### config.mk
export PLATFORM = sky130hd
export DESIGN_NAME = div_seq_32
export DESIGN_NICKNAME = d
export VERILOG_FILES = /design/src/rtl/div_seq_32.sv
export SDC_FILE = /design/constraint.sdc
export NUM_CORES = 1
export LEC_CHECK = 0
export BUFFER_PORTS_ARGS = -buffer_cell sky130_fd_sc_hd__buf_4
export CAP_MARGIN = 20
export CORE_ASPECT_RATIO = 0.7
export CORE_MARGIN = 1.5
export CORE_UTILIZATION = 45
export CTS_CLUSTER_SIZE = 28
export DETAILED_ROUTE_END_ITERATION = 10
export GPL_ROUTABILITY_DRIVEN = 1
export SETUP_SLACK_MARGIN = 0.05
export SYNTH_ARGS = -nofsm -noshare
export SYNTH_HDL_FRONTEND = slang
export SYNTH_SLANG_ARGS = --single-unit
### constraint.sdc
create_clock -name clock -period 6.6 [get_ports clock]
set_input_delay 1.32 -clock clock [delete_from_list [all_inputs] [get_ports clock]]
set_output_delay 1.32 -clock clock [all_outputs]
set_load 0.05 [all_outputs]
### src/rtl/div_seq_32.sv
// ---------------------------------------------------------------------------
// div_seq_32
//   Multi-cycle signed divider for the CPU datapath. It takes one
//   non-restoring shift/add-subtract step per clock for WIDTH cycles, then
//   applies sign correction. The quotient and remainder are presented with
//   a one-cycle write strobe for the HI/LO registers.
//
// Ports
//   clock        rising-edge clock
//   clear        synchronous, active-high reset
//   start        divide request, only looked at while idle
//   dividend     signed dividend
//   divisor      signed divisor
//   busy         high from the cycle after an accepted start through FIX
//   done         one-cycle pulse, results valid on hi_out/lo_out
//   hilo_we      HI/LO write enable, identical to done
//   div_by_zero  high with done when the divisor was zero; held until the
//                next accepted start
//   hi_out       remainder, held until the next result
//   lo_out       quotient, held until the next result
// ---------------------------------------------------------------------------
module div_seq_32 #(
    parameter int WIDTH = 32
) (
    input  logic             clock,
    input  logic             clear,
    input  logic             start,
    input  logic [WIDTH-1:0] dividend,
    input  logic [WIDTH-1:0] divisor,
    output logic             busy,
    output logic             done,
    output logic             hilo_we,
    output logic             div_by_zero,
    output logic [WIDTH-1:0] hi_out,
    output logic [WIDTH-1:0] lo_out
);

    localparam logic [1:0] IDLE = 2'd0;
    localparam logic [1:0] ITER = 2'd1;
    localparam logic [1:0] FIX  = 2'd2;
    localparam logic [1:0] DONE = 2'd3;

    localparam int CW = $clog2(WIDTH) + 1;

    logic [1:0]       state;
    logic [CW-1:0]    count;
    logic [WIDTH:0]   a;
    logic [WIDTH-1:0] q;
    logic [WIDTH:0]   m;
    logic             sign_q;
    logic             sign_r;
    logic             dbz;

    // Operand magnitudes. The negation is taken modulo 2^WIDTH, so the most
    // negative value maps onto itself and is then treated as unsigned.
    logic [WIDTH-1:0] dividend_mag;
    logic [WIDTH-1:0] divisor_mag;
    assign dividend_mag = dividend[WIDTH-1] ? -dividend : dividend;
    assign divisor_mag  = divisor[WIDTH-1]  ? -divisor  : divisor;

    // One non-restoring step. The partial remainder shifts in the next
    // dividend bit. M is added when the old A is negative and subtracted
    // otherwise. The new quotient bit is 1 exactly when the updated A is
    // non-negative.
    logic [WIDTH:0]   a_shift;
    logic [WIDTH:0]   a_step;
    logic [WIDTH-1:0] q_step;
    assign a_shift = {a[WIDTH-1:0], q[WIDTH-1]};
    assign a_step  = a[WIDTH] ? (a_shift + m) : (a_shift - m);
    assign q_step  = {q[WIDTH-2:0], ~a_step[WIDTH]};

    // Final correction. A negative partial remainder is restored once. The
    // quotient then takes the XOR of the operand signs, and the remainder
    // takes the sign of the dividend.
    logic [WIDTH:0]   a_fix;
    logic [WIDTH-1:0] rem_mag;
    logic [WIDTH-1:0] quot;
    logic [WIDTH-1:0] rem;
    assign a_fix   = a[WIDTH] ? (a + m) : a;
    assign rem_mag = a_fix[WIDTH-1:0];
    assign quot    = sign_q ? -q : q;
    assign rem     = sign_r ? -rem_mag : rem_mag;

    // Sequencer and datapath registers. clear wins over everything. A divide
    // that is aborted mid-way never reaches DONE, so it never pulses done.
    always_ff @(posedge clock) begin
        if (clear) begin
            state       <= IDLE;
            count       <= '0;
            a           <= '0;
            q           <= '0;
            m           <= '0;
            sign_q      <= 1'b0;
            sign_r      <= 1'b0;
            dbz         <= 1'b0;
            div_by_zero <= 1'b0;
            hi_out      <= '0;
            lo_out      <= '0;
        end else begin
            case (state)
                IDLE: begin
                    if (start) begin
                        div_by_zero <= 1'b0;
                        if (divisor == '0) begin
                            q     <= dividend;
                            dbz   <= 1'b1;
                            state <= FIX;
                        end else begin
                            q      <= dividend_mag;
                            m      <= {1'b0, divisor_mag};
                            a      <= '0;
                            count  <= '0;
                            sign_q <= dividend[WIDTH-1] ^ divisor[WIDTH-1];
                            sign_r <= dividend[WIDTH-1];
                            dbz    <= 1'b0;
                            state  <= ITER;
                        end
                    end
                end
                ITER: begin
                    a     <= a_step;
                    q     <= q_step;
                    count <= count + 1'b1;
                    if (count == CW'(WIDTH - 1)) begin
                        state <= FIX;
                    end
                end
                FIX: begin
                    if (dbz) begin
                        lo_out      <= '1;
                        hi_out      <= q;
                        div_by_zero <= 1'b1;
                    end else begin
                        a      <= a_fix;
                        lo_out <= quot;
                        hi_out <= rem;
                    end
                    state <= DONE;
                end
                DONE: begin
                    state <= IDLE;
                end
                default: begin
                    state <= IDLE;
                end
            endcase
        end
    end

    // The status outputs are decoded from the state. This keeps done and
    // busy mutually exclusive.
    assign busy    = (state == ITER) || (state == FIX);
    assign done    = (state == DONE);
    assign hilo_we = done;

endmodule
==> results of run 1 <==
registers in the layout, summed over array words and instances (netlist names):
| register | count |
|---|---|
| div_by_zero | 1 |
| state | 2 |
| count | 6 |
| hi_out | 32 |
| sign_q | 1 |
| sign_r | 1 |
| lo_out | 32 |
| q | 32 |
| m | 32 |
| a | 33 |
| dbz | 1 |
cell type report:
class                      count  area, µm²
multi-input combinational   1581      10300
fill                        3082      15000
inverter                      46        173
sequential                   173       3470
clock inverter                14        179
clock buffer                  18        429
tap                          420        526
timing repair buffer         157       1180
cells in the mapped netlist (19+ instances only):
| library cell | n |
|---|---|
| sky130_fd_sc_hd__and3_1 | 19 |
| sky130_fd_sc_hd__dfxtp_1 | 173 |
| sky130_fd_sc_hd__nand3_1 | 33 |
| sky130_fd_sc_hd__or4_1 | 22 |
| sky130_fd_sc_hd__o21ai_0 | 118 |
| sky130_fd_sc_hd__a21o_1 | 36 |
| sky130_fd_sc_hd__ha_1 | 77 |
| sky130_fd_sc_hd__a211oi_1 | 81 |
| sky130_fd_sc_hd__inv_1 | 45 |
| sky130_fd_sc_hd__xnor2_1 | 49 |
| sky130_fd_sc_hd__nand2_1 | 215 |
| sky130_fd_sc_hd__o211ai_1 | 32 |
| sky130_fd_sc_hd__xor2_1 | 126 |
| sky130_fd_sc_hd__clkbuf_1 | 105 |
| sky130_fd_sc_hd__o31ai_1 | 35 |
| sky130_fd_sc_hd__a21oi_1 | 156 |
| sky130_fd_sc_hd__a22oi_1 | 26 |
| sky130_fd_sc_hd__nor3_1 | 37 |
| sky130_fd_sc_hd__or3_1 | 21 |
| sky130_fd_sc_hd__nor2_1 | 197 |
layout by cell type (no fill, tap or decap), types with 8 or more instances in the layout:
cell type	n
sky130_fd_sc_hd__nand2_1	215
sky130_fd_sc_hd__nor2_1	195
sky130_fd_sc_hd__dfxtp_1	171
sky130_fd_sc_hd__buf_4	157
sky130_fd_sc_hd__a21oi_1	155
sky130_fd_sc_hd__xor2_1	126
sky130_fd_sc_hd__o21ai_0	117
sky130_fd_sc_hd__a211oi_1	81
sky130_fd_sc_hd__ha_1	75
sky130_fd_sc_hd__xnor2_1	49
sky130_fd_sc_hd__inv_1	45
sky130_fd_sc_hd__nor3_1	37
sky130_fd_sc_hd__a21o_1	36
sky130_fd_sc_hd__o31ai_1	35
sky130_fd_sc_hd__nand3_1	33
sky130_fd_sc_hd__o211ai_1	32
sky130_fd_sc_hd__a22oi_1	26
sky130_fd_sc_hd__or4_1	22
sky130_fd_sc_hd__or3_1	21
sky130_fd_sc_hd__and3_1	19
sky130_fd_sc_hd__nand2b_1	18
sky130_fd_sc_hd__clkbuf_16	17
sky130_fd_sc_hd__nor4_1	15
sky130_fd_sc_hd__nand4_1	15
sky130_fd_sc_hd__o41ai_1	15
sky130_fd_sc_hd__o21a_1	15
sky130_fd_sc_hd__nor2b_1	14
sky130_fd_sc_hd__mux2i_1	14
sky130_fd_sc_hd__a31oi_1	12
sky130_fd_sc_hd__a211o_1	11
sky130_fd_sc_hd__and4_1	10
sky130_fd_sc_hd__and2_1	10
sky130_fd_sc_hd__mux2_2	9
sky130_fd_sc_hd__or2_2	9
sky130_fd_sc_hd__nand3b_1	8
how the worst min path moves through the flow:
stage	startpoint	end	depth (start not counted)
CTS	hi_out[14]	hi_out[14]	1
floorplan	m[22]	m[22]	2
finish	hi_out[14]	hi_out[14]	1
detailed placement	hi_out[20]	hi_out[20]	1
global placement	hi_out[16]	hi_out[16]	1
global route	lo_out[20]	lo_out[20]	2
metrics by stage:
| stage | utilization [%] | worst slack (ns) | cells | instance area (µm²) |
|---|---|---|---|---|
| floorplan | - | 1.22 | 1924 | 14400 |
| detailed placement | 50.0 | 1.07 | 2377 | 15600 |
| finish | 51.9 | 1.14 | 2409 | 16200 |
| global route | 51.9 | 0.649 | 2409 | 16200 |
| CTS | 51.9 | 1.21 | 2409 | 16200 |
| global placement | 50.0 | 1.16 | 2377 | 15600 |
power by group:
group | internal, mW | switching (mW) | leakage, nW
Combinational | 1.72 | 3.17 | 4.88
Clock | 0.605 | 0.476 | 0.300
Sequential | 1.35 | 0.492 | 1.41
Total | 3.68 | 4.14 | 6.60
metal layers:
metal | track usage, % | vias up | wire length [µm]
li1 | - | 7176 | -
met5 | 0 | - | 0
met4 | 5.99 | 0 | 571
met1 | 49.1 | 6973 | 25700
met3 | 6.99 | 35 | 4980
met2 | 38.6 | 571 | 18900
cells by family after synthesis:
family          Yosys count
compound gates          636
simple gates            668
mux                      23
fa+ha+maj                79
flops                   173
xor+xnor                175
buf+inv                 170
==> summary.txt, run 1 <==
Setup path
  – Maximum fanout along the worst path: 6
  – Category of the worst setup path capture point: register
  – End point of the critical path: q[0]
  – Capturing point of the worst reg2reg path: q[0]
  – Type of origin of the critical path: register
  – CP startpoint: m[8]
  – CP delay by family, top: simple AND/OR/NAND/NOR gates
  – Critical path's slowest cell: sky130_fd_sc_hd__or4_1
  – CP required: 6.90 ns
  – Largest stage delay, worst path: 0.59 ns
  – Arr. time, crit path: 5.76 ns
  – Critical path class: register to register
  – Crit path cell chain: or4_1 -> nor4_1 -> nand4_1 -> nor4_1 -> buf_4 -> nor2b_1 -> a21oi_1 -> xor2_1 -> ha_1 -> a21o_1 -> a21oi_1 -> o21ai_0 -> a21oi_1 -> o21a_1 -> o21ai_0 -> and4b_1 -> nor4_1 -> a221oi_1
  – WP depth: 18
  – FF-to-FF Start: m[8]
  – Worst-case register-to-register setup slack: 1.14 ns
  – Buf+Inv Stages, Crit Path: 1
  – Worst R2R Path Depth: 18

Synthesis
  – Most common flop cell mapped by yosys: sky130_fd_sc_hd__dfxtp_1
  – Fraction of post-synthesis cell area in the top cell type by area: 24.1%
  – Share of the synthesized netlist area taken by xor and xnor gates: 10.7%
  – Cells after synthesis: 1924
  – Syn nets: 2070
  – Dominant cells by area after synthesis: sky130_fd_sc_hd__dfxtp_1, sky130_fd_sc_hd__xor2_1, sky130_fd_sc_hd__ha_1
  – Share of the synthesized area in compound gates (AO/OA/AOI/OAI): 29.8%
  – Combined area of all synthesized cells: 14400 µm²
  – Post-Synth Adder-Cell Area: 6.98%
  – Flip-flop and latch count after synthesis: 173
  – Post-synthesis simple-gate area fraction: 22.3%
  – Post-synthesis mux area share: 1.68%
  – EDFF count, synth: 0
  – Warnings, synthesis: 0
  – Fraction of registers with async set/reset: 0%
  – Post-synthesis sequential area ratio: 24.1%
  – Dominant cell type by area after synthesis: sky130_fd_sc_hd__dfxtp_1
  – Distinct cell type count of the synthesized netlist: 91
  – Avg Cell Area, Syn: 7.47 µm²
  – Dominant combinational cell family by area after synthesis: compound AO/OA/AOI/OAI gates

CTS
  – Clock slew seen by the registers of the worst setup and hold paths: 0.07 ns
  – Clock tree from TritonCTS: built
  – Hold_buf cts: 0
  – Total setup buffers inserted after CTS: 0
  – Num CTS Buffers: 17
  – Clk Latency, worst-skew pair: 0.46 ns
  – Number of H-tree levels: 4
  – Post-cts resize count: 0
  – Total clock sinks: 173
  – CTS Buffer Depth: 2
  – Buffer type at the clock tree root: sky130_fd_sc_hd__clkbuf_16

Worst hold path
  – Type of the worst min-delay path: register to register

Die
  – Total core area: 31300 µm²
  – Horiz. Die Dim: 217 µm
  – Count of standard-cell rows: 54
  – Effective utilization at floorplan: 46.0%
  – I/O Pins: 135
  – Die Y-Extent: 153 µm
  – Full die area: 33100 µm²

STA
  – Worst Skew: 0.0175 ns
  – Top achievable clock speed: 183 MHz
  – Sum Neg Setup Slack: 0 ns
  – Final worst hold slack: 0.481 ns
  – Relative slew margins: 26.7%
  – Part of the cycle the worst path needs: 82.7%
  – Worst Max-Slew Pin Slew: 1.09 ns
  – Final Hold Violating Endpoints: 0
  – Max-slew violations: 0
  – Setup violators final: 0
  – Fin crit period: 5.46 ns
  – Unrepaired setup endpoints after global routing: false

Route
  – Post-route DRC violation count: 0
  – Average wire per standard cell: 20.8 µm
  – Initial drt markers: 1529
  – Overall via count from detail_route: 14800
  – Vias per inst: 6.12
  – Antenna-violating nets left: 0
  – Drt first pass iters: 6
  – Drt total wl: 50.2 mm

Job
  – Max-cap violations: 0

Global routing
  – Total GRT Usage: 30.1%
  – Total overflow reported by the global router: 0
  – Vias in the first global route: 13100
  – First-pass GRT wire length: 77.7 mm
  – Largest net degree at the start of global routing: 91
  – Initial antenna violation count: 2

Layout
  – Number of nets in the final layout: 2122
  – Proportion of layout cells with a drive suffix above 1: 12.2%
  – Number of diodes added for antenna fixing: 0
  – Area delta synth->final: 13.0%

Placement
  – Final weighted congestion in routability-driven placement: 0.957
  – Count of buffers inserted at the top-level ports: 134
  – Half-perimeter wire length after placement: 39.0 mm

Pwr
  – Leakage component of the power: 6.60 nW
  – Power per standard cell area: 481 nW/µm²
  – Highest ir drop seen on vdd: 0.411 mV
  – Pwr Total: 7.81 mW

Status
  – Status: complete, no violations
Power figures use the tool's default switching activity.
==> inputs of run 2 (changes only) <==
clock period = 5.55 ns   (was 6.6 ns; I/O delays follow)
==> summary.txt, run 2 (synthesized netlist as in run 1, its figures left out) <==
Status
  – Status: complete, no violations

Worst hold path
  – Worst hold path depth: 2
  – Worst hold path startpoint: sign_r
  – Type of the worst min-delay path: register to register
  – WHS Endpoint: sign_r

Pwr
  – Leakage component of the power: 6.61 nW
  – Power per standard cell area: 570 nW/µm²
  – Highest ir drop seen on vdd: 0.427 mV

Route
  – Initial drt markers: 1710
  – Average wire per standard cell: 21.2 µm
  – Vias per inst: 6.18
  – Overall via count from detail_route: 14900
  – Drt total wl: 51.1 mm
  – Antenna-violating nets left: 0
  – Post-route DRC violation count: 0
  – Drt first pass iters: 7

Placement
  – Final weighted congestion in routability-driven placement: 0.943
  – Half-perimeter wire length after placement: 39.8 mm
  – Setup WS pre-CTS: 0.466 ns
  – Total placed instance area: 15700 µm²
  – Count of buffers inserted at the top-level ports: 134

Global routing
  – Vias in the first global route: 13200
  – Total GRT Usage: 30.4%
  – Largest net degree at the start of global routing: 99
  – Total overflow reported by the global router: 0
  – First-pass GRT wire length: 78.2 mm
  – Initial antenna violation count: 0

STA
  – Max-slew violations: 0
  – Top achievable clock speed: 196 MHz
  – Setup violators final: 0
  – Unrepaired setup endpoints after global routing: false
  – Fin crit period: 5.09 ns
  – Sum Neg Setup Slack: 0 ns
  – Relative slew margins: 23.9%
  – Worst Skew: 0.0130 ns
  – Worst Max-Slew Pin Slew: 1.14 ns
  – Final Hold Violating Endpoints: 0
  – Part of the cycle the worst path needs: 91.8%
  – Final worst setup slack: 0.457 ns

Layout
  – Post-layout instance area: 16300 µm²
  – Number of nets in the final layout: 2127
  – Number of flip-flops in the largest register: 33
  – Fin util: 52.0%
  – Number of fillers in the final layout: 3101
  – Largest register by flop count: a
  – Area delta synth->final: 13.2%
  – Register Area: 3470 µm²
  – Proportion of layout cells with a drive suffix above 1: 12.5%
  – Number of diodes added for antenna fixing: 0
  – Multi-input logic area: 10300 µm²
  – Commonest cells after routing, fill and taps aside: sky130_fd_sc_hd__nand2_1, sky130_fd_sc_hd__nor2_1, sky130_fd_sc_hd__dfxtp_1
  – Most common library cell in the layout ignoring fill and taps: sky130_fd_sc_hd__nand2_1

Setup path
  – Capturing point of the worst reg2reg path: q[0]
  – Critical path class: register to register
  – Arr. time, crit path: 5.40 ns
  – Crit path cell chain: or4_1 -> nor4_1 -> buf_4 -> nand4_1 -> nor4_1 -> buf_4 -> nor2b_1 -> a21oi_1 -> xor2_1 -> ha_1 -> a21o_1 -> a21oi_1 -> o21ai_0 -> a21oi_1 -> o21a_1 -> o21ai_0 -> and4b_1 -> nor4_1 -> a221oi_1
  – Worst R2R Path Depth: 19
  – CP required: 5.85 ns
  – Critical path's slowest cell: sky130_fd_sc_hd__or4_1
  – Largest stage delay, worst path: 0.58 ns
  – CP delay by family, top: simple AND/OR/NAND/NOR gates
  – Maximum fanout along the worst path: 7
  – Type of origin of the critical path: register
  – Category of the worst setup path capture point: register
  – Worst-case register-to-register setup slack: 0.46 ns
  – FF-to-FF Start: m[2]
  – Buf+Inv Stages, Crit Path: 2

Die
  – Die Y-Extent: 153 µm
  – I/O Pins: 135
  – Total core area: 31300 µm²
  – Effective utilization at floorplan: 46.0%
  – Full die area: 33100 µm²
  – Count of standard-cell rows: 54
  – Horiz. Die Dim: 217 µm

CTS
  – Total setup buffers inserted after CTS: 0
  – Num CTS Buffers: 17
  – Buffer type at the clock tree root: sky130_fd_sc_hd__clkbuf_16
  – CTS Buffer Depth: 2
  – Number of H-tree levels: 4
  – Clk Latency, worst-skew pair: 0.47 ns
  – Clock slew seen by the registers of the worst setup and hold paths: 0.08 ns
  – Total clock sinks: 173
  – Hold_buf cts: 0
  – Clock tree from TritonCTS: built

Job
  – Max-cap violations: 0
## run 2: changes by cell type in the layout (fill, tap and decap cells not counted), sizes merged
cell | before | now
clkinv | 3 | 6
inv | 53 | 54
bufinv | 3 | 0
buf | 157 | 162
clkbuf | 18 | 17
## run 2: layout make-up
| class | count | area share (%) |
|---|---|---|
| repair buffers | 162 | 7.47 |
| clock inverters | 15 | 1.06 |
| flip-flops and latches | 173 | 21.3 |
| well taps | 420 | 3.23 |
| inverters | 46 | 1.06 |
| clock buffers | 17 | 2.61 |
| multi-input cells | 1581 | 63.3 |
## run 2: timing repair
item | 4_1_cts | 5_1_grt
endpoints found under the setup margin | 0 | 1
hold endpoints to repair | 0 | 0
gates resized for setup | 0 | 1
## run 2: worst max-delay path by stage
stage                     slack (ns)  cells past startpoint  startpoint  endpoint
final                           0.46                     19        m[2]      q[0]
after global routing            0.15                     19        m[2]      q[0]
after CTS                       0.46                     18        m[8]      q[0]
after detailed placement        0.47                     18        m[8]      q[0]
after global placement          0.73                     18        m[8]      q[0]
after floorplan                 0.17                     22       a[32]      q[0]
## run 2: power by group
part           switching (mW)  leakage (nW)  internal [mW]
clock network           0.630         0.289          0.608
registers               0.568          1.41           1.61
logic                    3.80          4.91           2.06
total                    5.00          6.61           4.28
## run 2: per-layer routing
layer	up-vias	routed length, µm	GRT usage, %
met5	-	0	0
met4	0	616	6.38
met3	40	5680	9.18
met2	619	19400	39.3
met1	7103	25400	47.9
li1	7165	-	-
## run 2: tightest hold or removal path: stages (launching register included)
cell and delay (ns):
sky130_fd_sc_hd__dfxtp_1 0.32, sky130_fd_sc_hd__nand2_1 0.06, sky130_fd_sc_hd__a21oi_1 0.05
## run 2: metrics by stage
stage	instances	hold WS (ns)	power [mW]
after global routing	2414	0.502	9.93
after CTS	2414	0.479	9.18
final	2414	0.475	9.28
after global placement	2382	0.451	7.89
after detailed placement	2382	0.461	7.93
after floorplan	1924	0.468	6.22
==> inputs of run 3 (changes only) <==
CELL_PAD_IN_SITES_DETAIL_PLACEMENT = 0   (was default)
CELL_PAD_IN_SITES_GLOBAL_PLACEMENT = 2   (was default)
CORE_UTILIZATION = 32   (was 45)
PLACE_DENSITY_LB_ADDON = 0.1   (was default)
clock period = 4.6 ns   (was 5.55 ns; I/O delays follow)
==> summary.txt, run 3 (synthesized netlist as in run 1, its figures left out) <==
Status
  – Status: complete, no violations

Layout
  – Number of nets in the final layout: 2205
  – Final Non-Filler Cells: 2665
  – Number of flip-flops in the largest register: 33
  – Largest register by flop count: a
  – Number of diodes added for antenna fixing: 0
  – Post-layout instance area: 17200 µm²
  – Number of fillers in the final layout: 4665
  – Most common library cell in the layout ignoring fill and taps: sky130_fd_sc_hd__buf_4
  – Commonest cells after routing, fill and taps aside: sky130_fd_sc_hd__buf_4, sky130_fd_sc_hd__nand2_1, sky130_fd_sc_hd__nor2_1
  – Proportion of layout cells with a drive suffix above 1: 16.5%
  – Area delta synth->final: 19.7%

Die
  – Horiz. Die Dim: 256 µm
  – Effective utilization at floorplan: 32.6%
  – Die Y-Extent: 180 µm
  – I/O Pins: 135
  – Total core area: 44000 µm²
  – Full die area: 46200 µm²
  – Count of standard-cell rows: 64

Global routing
  – Vias in the first global route: 13800
  – Total GRT Usage: 25.5%
  – Initial antenna violation count: 2
  – Largest net degree at the start of global routing: 96
  – First-pass GRT wire length: 89.5 mm
  – Total overflow reported by the global router: 0

CTS
  – Clock tree from TritonCTS: built
  – Num CTS Buffers: 17
  – Clk Latency, worst-skew pair: 0.47 ns
  – Buffer type at the clock tree root: sky130_fd_sc_hd__clkbuf_16
  – CTS Buffer Depth: 2
  – Total clock sinks: 173
  – Clock slew seen by the registers of the worst setup and hold paths: 0.07 ns
  – Number of H-tree levels: 4

Route
  – Average wire per standard cell: 22.5 µm
  – Initial drt markers: 1303
  – Drt total wl: 59.9 mm
  – Antenna-violating nets left: 0
  – Overall via count from detail_route: 15000
  – Drt first pass iters: 5
  – Vias per inst: 5.65
  – Post-route DRC violation count: 0

Setup path
  – Critical path class: register to register
  – Critical path's slowest cell: sky130_fd_sc_hd__or4_1
  – CP required: 4.98 ns
  – Largest stage delay, worst path: 0.59 ns
  – Arr. time, crit path: 4.76 ns
  – Cell type with the highest occurrence count on the critical path: sky130_fd_sc_hd__or4_1
  – Category of the worst setup path capture point: register
  – Buf+Inv Stages, Crit Path: 0
  – Maximum fanout along the worst path: 4
  – CP delay by family, top: simple AND/OR/NAND/NOR gates
  – Type of origin of the critical path: register
  – Crit path cell chain: ha_1 -> fa_2 -> a211o_4 -> a21oi_4 -> nor4b_1 -> a311o_1 -> or4_1 -> or4_1 -> nor3_2 -> nand4_1 -> and3_1 -> o311a_1 -> nor3_1

Pwr
  – P_int: 5.61 mW
  – Part of the total power dissipated in the clock network: 12.6%
  – Sw power: 6.40 mW
  – Power per standard cell area: 698 nW/µm²
  – Register share of total power: 21.9%
  – Combinational group share of total power: 65.5%
  – Leakage component of the power: 7.03 nW
  – Fraction of power spent switching nets: 53.3%
  – Highest ir drop seen on vdd: 0.294 mV

Job
  – Max-cap violations: 0

Worst hold path
  – Type of the worst min-delay path: register to register

STA
  – Relative slew margins: 31.3%
  – Final worst setup slack: 0.222 ns
  – Final worst hold slack: 0.485 ns
  – Final Hold Violating Endpoints: 0
  – Top achievable clock speed: 228 MHz
  – Worst Max-Slew Pin Slew: 1.00 ns
  – Part of the cycle the worst path needs: 95.2%
  – Fin crit period: 4.38 ns
  – Setup violators final: 0
  – Unrepaired setup endpoints after global routing: true
  – Max-slew violations: 0
  – Sum Neg Setup Slack: 0 ns
  – Worst Skew: 0.0131 ns

Placement
  – Count of buffers inserted at the top-level ports: 134
  – Placed instance count: 2626
  – Setup WS pre-CTS: 0.165 ns
  – Half-perimeter wire length after placement: 46.9 mm
  – Total placed instance area: 16500 µm²
  – Final weighted congestion in routability-driven placement: 0.940
## run 3: cell count changes in the layout (fill, tap and decap cells not counted), moves of 2 or more
cell / previous run / this run
sky130_fd_sc_hd__nor4_2: 3 / 6
sky130_fd_sc_hd__nor4_1: 14 / 11
sky130_fd_sc_hd__inv_8: 5 / 1
sky130_fd_sc_hd__bufinv_16: 0 / 2
sky130_fd_sc_hd__or4_4: 1 / 3
sky130_fd_sc_hd__clkinv_8: 4 / 0
sky130_fd_sc_hd__clkinv_2: 0 / 3
sky130_fd_sc_hd__o41ai_1: 15 / 13
sky130_fd_sc_hd__or4_1: 22 / 20
sky130_fd_sc_hd__buf_12: 0 / 2
sky130_fd_sc_hd__buf_4: 162 / 237
## run 3: path summary, 6_finish.rpt
kind	from	endpoint	slack, ns	depth (start not counted)
hold / removal	lo_out[21]	lo_out[21]	0.49	2
setup reg to reg	m[0]	hi_out[26]	0.22	13
setup / recovery	m[0]	hi_out[26]	0.22	13
hold reg to reg	lo_out[21]	lo_out[21]	0.49	2
## run 3: final cells by class
class	count	area, µm²	share of cell area, %
inverters	46	173	1.00
well taps	594	743	4.32
clock inverters	12	136	0.792
clock buffers	19	443	2.57
repair buffers	240	1830	10.7
multi-input cells	1581	10400	60.5
flip-flops and latches	173	3470	20.1
## run 3: power by group through the flow
stage / Clock [mW] / Sequential, mW / Combinational, mW
global route: 1.60 / 2.67 / 8.53
floorplan: 0 / 2.96 / 4.56
global placement: 0 / 2.62 / 7.66
finish: 1.52 / 2.63 / 7.86
detailed placement: 0 / 2.62 / 7.63
CTS: 1.55 / 2.59 / 7.66
## run 3: timing repair
action	in CTS	in global routing
hold buffers	0	0
setup buffers	0	6
hold endpoints to repair	0	0
gates resized for setup	0	21
setup endpoints to repair	0	15
## run 3: per-stage QoR
step	power, mW	util, %
after CTS	11.8	38.7
final	12.0	39.1
after detailed placement	10.3	37.4
after global placement	10.3	37.4
after global routing	12.8	39.1
after floorplan	7.52	-
## run 3: worst reg2reg max path, stage by stage (launching register included)
cell	delay, ns
sky130_fd_sc_hd__dfxtp_1	0.35
sky130_fd_sc_hd__ha_1	0.24
sky130_fd_sc_hd__fa_2	0.39
sky130_fd_sc_hd__a211o_4	0.38
sky130_fd_sc_hd__a21oi_4	0.15
sky130_fd_sc_hd__nor4b_1	0.07
sky130_fd_sc_hd__a311o_1	0.37
sky130_fd_sc_hd__or4_1	0.58
sky130_fd_sc_hd__or4_1	0.59
sky130_fd_sc_hd__nor3_2	0.30
sky130_fd_sc_hd__nand4_1	0.18
sky130_fd_sc_hd__and3_1	0.22
sky130_fd_sc_hd__o311a_1	0.28
sky130_fd_sc_hd__nor3_1	0.18
## run 3: per-layer routing
layer	GRT usage, %	up-vias	wire length (µm)
met5	0	-	0
met4	4.64	0	664
met3	7.10	42	5210
met2	32.8	510	22100
met1	40.6	7159	32000
li1	-	7338	-
